File: config.mk
export PLATFORM = sky130hd
export DESIGN_NAME = nibble_serial_subtractor
export DESIGN_NICKNAME = d
export VERILOG_FILES = /design/src/rtl/sub_pkg.sv /design/src/rtl/nibble_sub.sv /design/src/rtl/nibble_serial_subtractor.sv
export SDC_FILE = /design/constraint.sdc
export NUM_CORES = 1
export LEC_CHECK = 0
export BUFFER_PORTS_ARGS = -buffer_cell sky130_fd_sc_hd__clkbuf_2
export CAP_MARGIN = 20
export CORE_MARGIN = 5
export CORE_UTILIZATION = 30
export DETAILED_ROUTE_END_ITERATION = 6
export GPL_TIMING_DRIVEN = 1
export MAX_ROUTING_LAYER = met4
export PLACE_DENSITY = 0.54
export SKIP_CTS_REPAIR_TIMING = 1
export SLEW_MARGIN = 20
export SYNTH_ARGS = -nofsm -noshare
export SYNTH_HDL_FRONTEND = slang
export SYNTH_SLANG_ARGS = --single-unit
export TNS_END_PERCENT = 30
File: constraint.sdc
create_clock -name Clk -period 7 [get_ports Clk]
set_clock_uncertainty 0.1 [all_clocks]
set_input_delay 1.4 -clock Clk [delete_from_list [all_inputs] [get_ports Clk]]
set_output_delay 1.4 -clock Clk [all_outputs]
set_load 0.005 [all_outputs]
File: src/rtl/sub_pkg.sv
// Shared types and constants for the nibble-serial subtractor.
package sub_pkg;

  localparam int unsigned NIBBLE_W = 4;

  typedef enum logic [1:0] {
    IDLE,
    RUN,
    DONE
  } state_t;

  // One full-subtractor bit: returns {borrow_out, difference}.
  function automatic logic [1:0] full_sub(input logic a, input logic b, input logic bin);
    logic diff;
    logic bout;
    diff = a ^ b ^ bin;
    bout = (~a & b) | (~(a ^ b) & bin);
    return {bout, diff};
  endfunction

endpackage

File: src/rtl/nibble_sub.sv
// 4-bit ripple-borrow subtractor: d = a - b - bin, bout = borrow from bit 3.
module nibble_sub
  import sub_pkg::*;
(
  input  logic [3:0] a,
  input  logic [3:0] b,
  input  logic       bin,
  output logic [3:0] d,
  output logic       bout
);

  logic br1, br2, br3;

  assign {br1,  d[0]} = full_sub(a[0], b[0], bin);
  assign {br2,  d[1]} = full_sub(a[1], b[1], br1);
  assign {br3,  d[2]} = full_sub(a[2], b[2], br2);
  assign {bout, d[3]} = full_sub(a[3], b[3], br3);

endmodule

File: src/rtl/nibble_serial_subtractor.sv
// Serial A-B, one nibble per clock LSB first, with registered borrow and overflow flags.
module nibble_serial_subtractor
  import sub_pkg::*;
#(
  parameter int unsigned WIDTH = 16
) (
  input  logic             Clk,
  input  logic             Reset_n,
  input  logic             start,
  input  logic [WIDTH-1:0] A,
  input  logic [WIDTH-1:0] B,
  output logic [WIDTH-1:0] D,
  output logic             borrow_out,
  output logic             overflow,
  output logic             busy,
  output logic             done
);

  localparam int unsigned NIB = WIDTH / NIBBLE_W;
  localparam int unsigned CW  = (NIB > 1) ? $clog2(NIB) : 1;

  state_t           state_q, state_d;
  logic [CW-1:0]    cnt_q;
  logic [WIDTH-1:0] a_q, b_q, acc_q, d_q;
  logic             brw_q, bo_q, ov_q;

  logic [3:0]       nib_d;
  logic             nib_bout;
  logic             last;
  logic [WIDTH-1:0] acc_next;

  // Operands are shifted right each step, so the current nibble is always bits [3:0].
  nibble_sub u_nibble_sub (
    .a    (a_q[3:0]),
    .b    (b_q[3:0]),
    .bin  (brw_q),
    .d    (nib_d),
    .bout (nib_bout)
  );

  assign last     = (cnt_q == CW'(NIB - 1));
  assign acc_next = WIDTH'({nib_d, acc_q} >> NIBBLE_W);

  always_ff @(posedge Clk or negedge Reset_n) begin
    if (!Reset_n) state_q <= IDLE;
    else          state_q <= state_d;
  end

  always_comb begin
    state_d = state_q;
    case (state_q)
      IDLE:    if (start) state_d = RUN;
      RUN:     if (last)  state_d = DONE;
      DONE:    state_d = IDLE;
      default: state_d = IDLE;
    endcase
  end

  always_ff @(posedge Clk or negedge Reset_n) begin
    if (!Reset_n) begin
      cnt_q <= '0;
      a_q   <= '0;
      b_q   <= '0;
      acc_q <= '0;
      brw_q <= 1'b0;
      d_q   <= '0;
      bo_q  <= 1'b0;
      ov_q  <= 1'b0;
    end else begin
      case (state_q)
        IDLE: begin
          if (start) begin
            a_q   <= A;
            b_q   <= B;
            acc_q <= '0;
            brw_q <= 1'b0;
            cnt_q <= '0;
          end
        end
        RUN: begin
          a_q   <= a_q >> NIBBLE_W;
          b_q   <= b_q >> NIBBLE_W;
          acc_q <= acc_next;
          brw_q <= nib_bout;
          cnt_q <= cnt_q + CW'(1);
          // On the last step a_q/b_q[3] are the original operand sign bits.
          if (last) begin
            d_q  <= acc_next;
            bo_q <= nib_bout;
            ov_q <= (a_q[3] != b_q[3]) && (nib_d[3] != a_q[3]);
          end
        end
        default: ;
      endcase
    end
  end

  always_comb begin
    busy       = (state_q != IDLE);
    done       = (state_q == DONE);
    D          = d_q;
    borrow_out = bo_q;
    overflow   = ov_q;
  end

endmodule

==> results.sh <==
export IMPL_critPathCaptureType="output pin"
export IMPL_yosys_area_top_type="dfrtp_1"
export IMPL_numCtsBuffers=9
export IMPL_gr_usage_met3_pct=3.37
export IMPL_clock_sinks=67
export IMPL_drive_above_1_share_pct=32.9
export IMPL_power_leakage_nw=1.72
export IMPL_syn_nets=289
export IMPL_vias_per_cell=4.79
export IMPL_fin_crit_sh_pct=41.6
export IMPL_drv_slew=0
export IMPL_antenna_cells=0
export IMPL_setup_violations=0
export IMPL_start_util_pct=30.3
export IMPL_p_int_w=0.00111
export IMPL_synth_edff_count=0
export IMPL_critPathSlowestCell="dfrtp_1"
export IMPL_pwr_density_cell_nw_per_um2=467
export IMPL_post_route_min_period_ns=2.91
export IMPL_worst_r2r_setup_slack_ns=4.42
export IMPL_seqPwrFrac_pct=38.8
export IMPL_design_core_area_sq_um=10200
export IMPL_cp_endpoint="busy"
export IMPL_cp_cell_sequence="buf_4 -> or2_2 -> clkbuf_2"
export IMPL_grt_start_max_net_pins=68
export IMPL_track_usage_pct=11.5
export IMPL_critPathLaunchType="flip-flop"
export IMPL_grt_pass1_wl_mm=11.2
export IMPL_crit_required_ns=5.50
export IMPL_ys_types=30
export IMPL_cp_max_fo=42
export IMPL_design_area_sq_um=3660
export IMPL_die_h_microns=111
export IMPL_hold_depth=1
export IMPL_mostFrequentLayoutCell="dfrtp_1"
export IMPL_globalRouteMet1Util_pct=16.5
export IMPL_pwr_share_comb_pct=40.1
export IMPL_ys_seq_area_share_pct=54.4
export IMPL_fmax_mhz=344
export IMPL_hold_viol_final=0
export IMPL_drt_iter0_markers=103
export IMPL_crit_type="reg -> out"
export IMPL_clockRootBuffer="clkbuf_8"
export IMPL_nets=337
export IMPL_grt_pass1_vias=2144
export IMPL_area_growth_pct=18.8
export IMPL_slowest_delay_ns=0.37
export IMPL_arrival_ns=1.41
export IMPL_startpoint="state_q[0]$_DFFE_PN0P_"
export IMPL_grt_overflow_total=0
export IMPL_max_cap_violations=0
export IMPL_routedWlPerCell_microns=15.4
export IMPL_fillCellCount=1023
export IMPL_relSlewSlack_pct=44.1
export IMPL_wirelength_mm=6.71
export IMPL_gr_usage_met2_pct=15.8
export IMPL_finalWorstSetupSlack_ns=4.09
export IMPL_io_buffer_count=54
export IMPL_rsz0062_at_grt="no"
export IMPL_final_antenna_net_count=0
export IMPL_post_place_ws_ns=3.92
export IMPL_status="finished clean"
export IMPL_async_flop_share_pct=100
export IMPL_syn_area_sq_um=3080
export IMPL_tns_ns=0
export IMPL_reg2reg_depth=8
export IMPL_pin_count=55
export IMPL_yosys_top_cells_area="dfrtp_1 54%, a221oi_1 5.7%, nor4b_1 5.7%"
export IMPL_syn_avg_cell_area_sq_um=12.4
export IMPL_p_clk_share_pct=21.1
export IMPL_ir_drop_v=0.000141
export IMPL_synth_cells=248
export IMPL_htreeDepth=3
export IMPL_switching_share_pct=35.2
export IMPL_r2r_end="overflow$_DFFE_PN0P_"
export IMPL_die_w_microns=111
export IMPL_worst_slew_pin_slew_ns=0.839
export IMPL_synth_ff_type="dfrtp_1"
export IMPL_vias=2095
export IMPL_p_switching_w=0.000602
export IMPL_grt_busiest_layer="met1"
export IMPL_ys_seq_elements=67
export IMPL_r2r_start="b_q[0]$_DFFE_PN0P_"
export IMPL_first_pass_iters=5
export IMPL_dieArea_sq_um=12400
export IMPL_clkTransAtPathRegs_ns=0.07
export IMPL_hpwl_mm=4.48
export IMPL_final_cell_mix="67 x dfrtp_1, 53 x clkbuf_2, 34 x inv_1"
export IMPL_drc_errors=0
export IMPL_antenna_found_initial=0
export IMPL_hp_class="reg -> reg"
export IMPL_yosysWarnings=0
export IMPL_rows=37
export IMPL_tritoncts="yes"
export IMPL_dpl_cell_area_sq_um=3430
export IMPL_yosysTopAreaCellShare_pct=54.4
export IMPL_max_clock_path_buffers=2
export IMPL_gp_congestion=0.708
export IMPL_insertion_delay_ns=0.34
kinds of logic (layout without fill, tap and decap cells):
family | count (synthesis) | count (layout) | share of synthesized area, %
buffers and inverters | 57 | 110 | 8.52
adder cells (fa/ha/maj) | 6 | 6 | 3.41
multiplexers | 18 | 18 | 7.02
AO/OA/AOI/OAI | 50 | 50 | 14.6
AND/OR/NAND/NOR | 49 | 49 | 11.8
flip-flops | 67 | 67 | 54.4
XOR/XNOR | 1 | 1 | 0.284
sequential cells by signal, summed over array words and instances, names as in the netlist:
signal / count
b_q: 16
a_q: 16
acc_q: 12
overflow: 1
brw_q: 1
D: 16
state_q: 2
borrow_out: 1
cnt_q: 2
power groups by stage:
| stage | clock network [W] | logic, W | registers (W) |
|---|---|---|---|
| global route | 0.000383 | 0.000768 | 0.000687 |
| finish | 0.000360 | 0.000686 | 0.000664 |
| detailed placement | 0 | 0.000694 | 0.000674 |
| CTS | 0.000370 | 0.000698 | 0.000666 |
| global placement | 0 | 0.000681 | 0.000671 |
| floorplan | 0 | 0.000515 | 0.000655 |
cells in the mapped netlist (all sizes together), types with 2 or more instances:
cell and count:
nand3b 9, nand2 8, fa 4, buf 16
dfrtp 67, a22o 11, clkbuf 7, or2 2
ha 2, o221ai 8, inv 34, nor4b 20
o2bb2ai 3, nor2b 3, o221a 4, or4b 4
mux2 14, mux2i 4, nand2b 3, a221oi 20
worst max-delay path, delay by kind of cell, from the launching register on:
family	cells	cell delay, ns
buffers and inverters	2	0.37
flip-flops	1	0.37
AND/OR/NAND/NOR	1	0.32
worst min-delay path by stage:
stage / start / end / slack, ns
finish: cnt_q[0]$_DFFE_PN0P_ / cnt_q[0]$_DFFE_PN0P_ / 0.38
floorplan: cnt_q[0]$_DFFE_PN0P_ / cnt_q[0]$_DFFE_PN0P_ / 0.36
CTS: cnt_q[0]$_DFFE_PN0P_ / cnt_q[0]$_DFFE_PN0P_ / 0.38
global route: a_q[12]$_DFFE_PN0P_ / a_q[12]$_DFFE_PN0P_ / 0.41
global placement: a_q[12]$_DFFE_PN0P_ / a_q[12]$_DFFE_PN0P_ / 0.37
detailed placement: cnt_q[0]$_DFFE_PN0P_ / cnt_q[0]$_DFFE_PN0P_ / 0.38
per-stage QoR:
| step | hold slack (ns) | power [W] | instances | util [%] |
|---|---|---|---|---|
| 2_1_floorplan | 0.357 | 0.00117 | 248 | - |
| 3_3_place_gp | 0.372 | 0.00135 | 420 | 33.6 |
| 3_5_place_dp | 0.375 | 0.00137 | 420 | 33.6 |
| 4_1_cts | 0.384 | 0.00173 | 436 | 35.9 |
| 5_1_grt | 0.411 | 0.00184 | 437 | 36.0 |
| 6_report | 0.384 | 0.00171 | 437 | 36.0 |
layout make-up:
type,count,area (sq um),share of cell area (%)
tap,136,170,4.64
multi-input combinational,124,1140,31.2
clock buffer,10,138,3.76
sequential,67,1680,45.7
inverter,34,128,3.48
timing repair buffer,60,319,8.71
clock inverter,6,88.8,2.42
per-layer routing:
layer,wire [microns],up-vias
met4,90,0
met2,2900,68
met3,389,11
met5,0,-
met1,3330,1012
li1,-,1004
No activity file was read; power rests on OpenSTA's default activity.
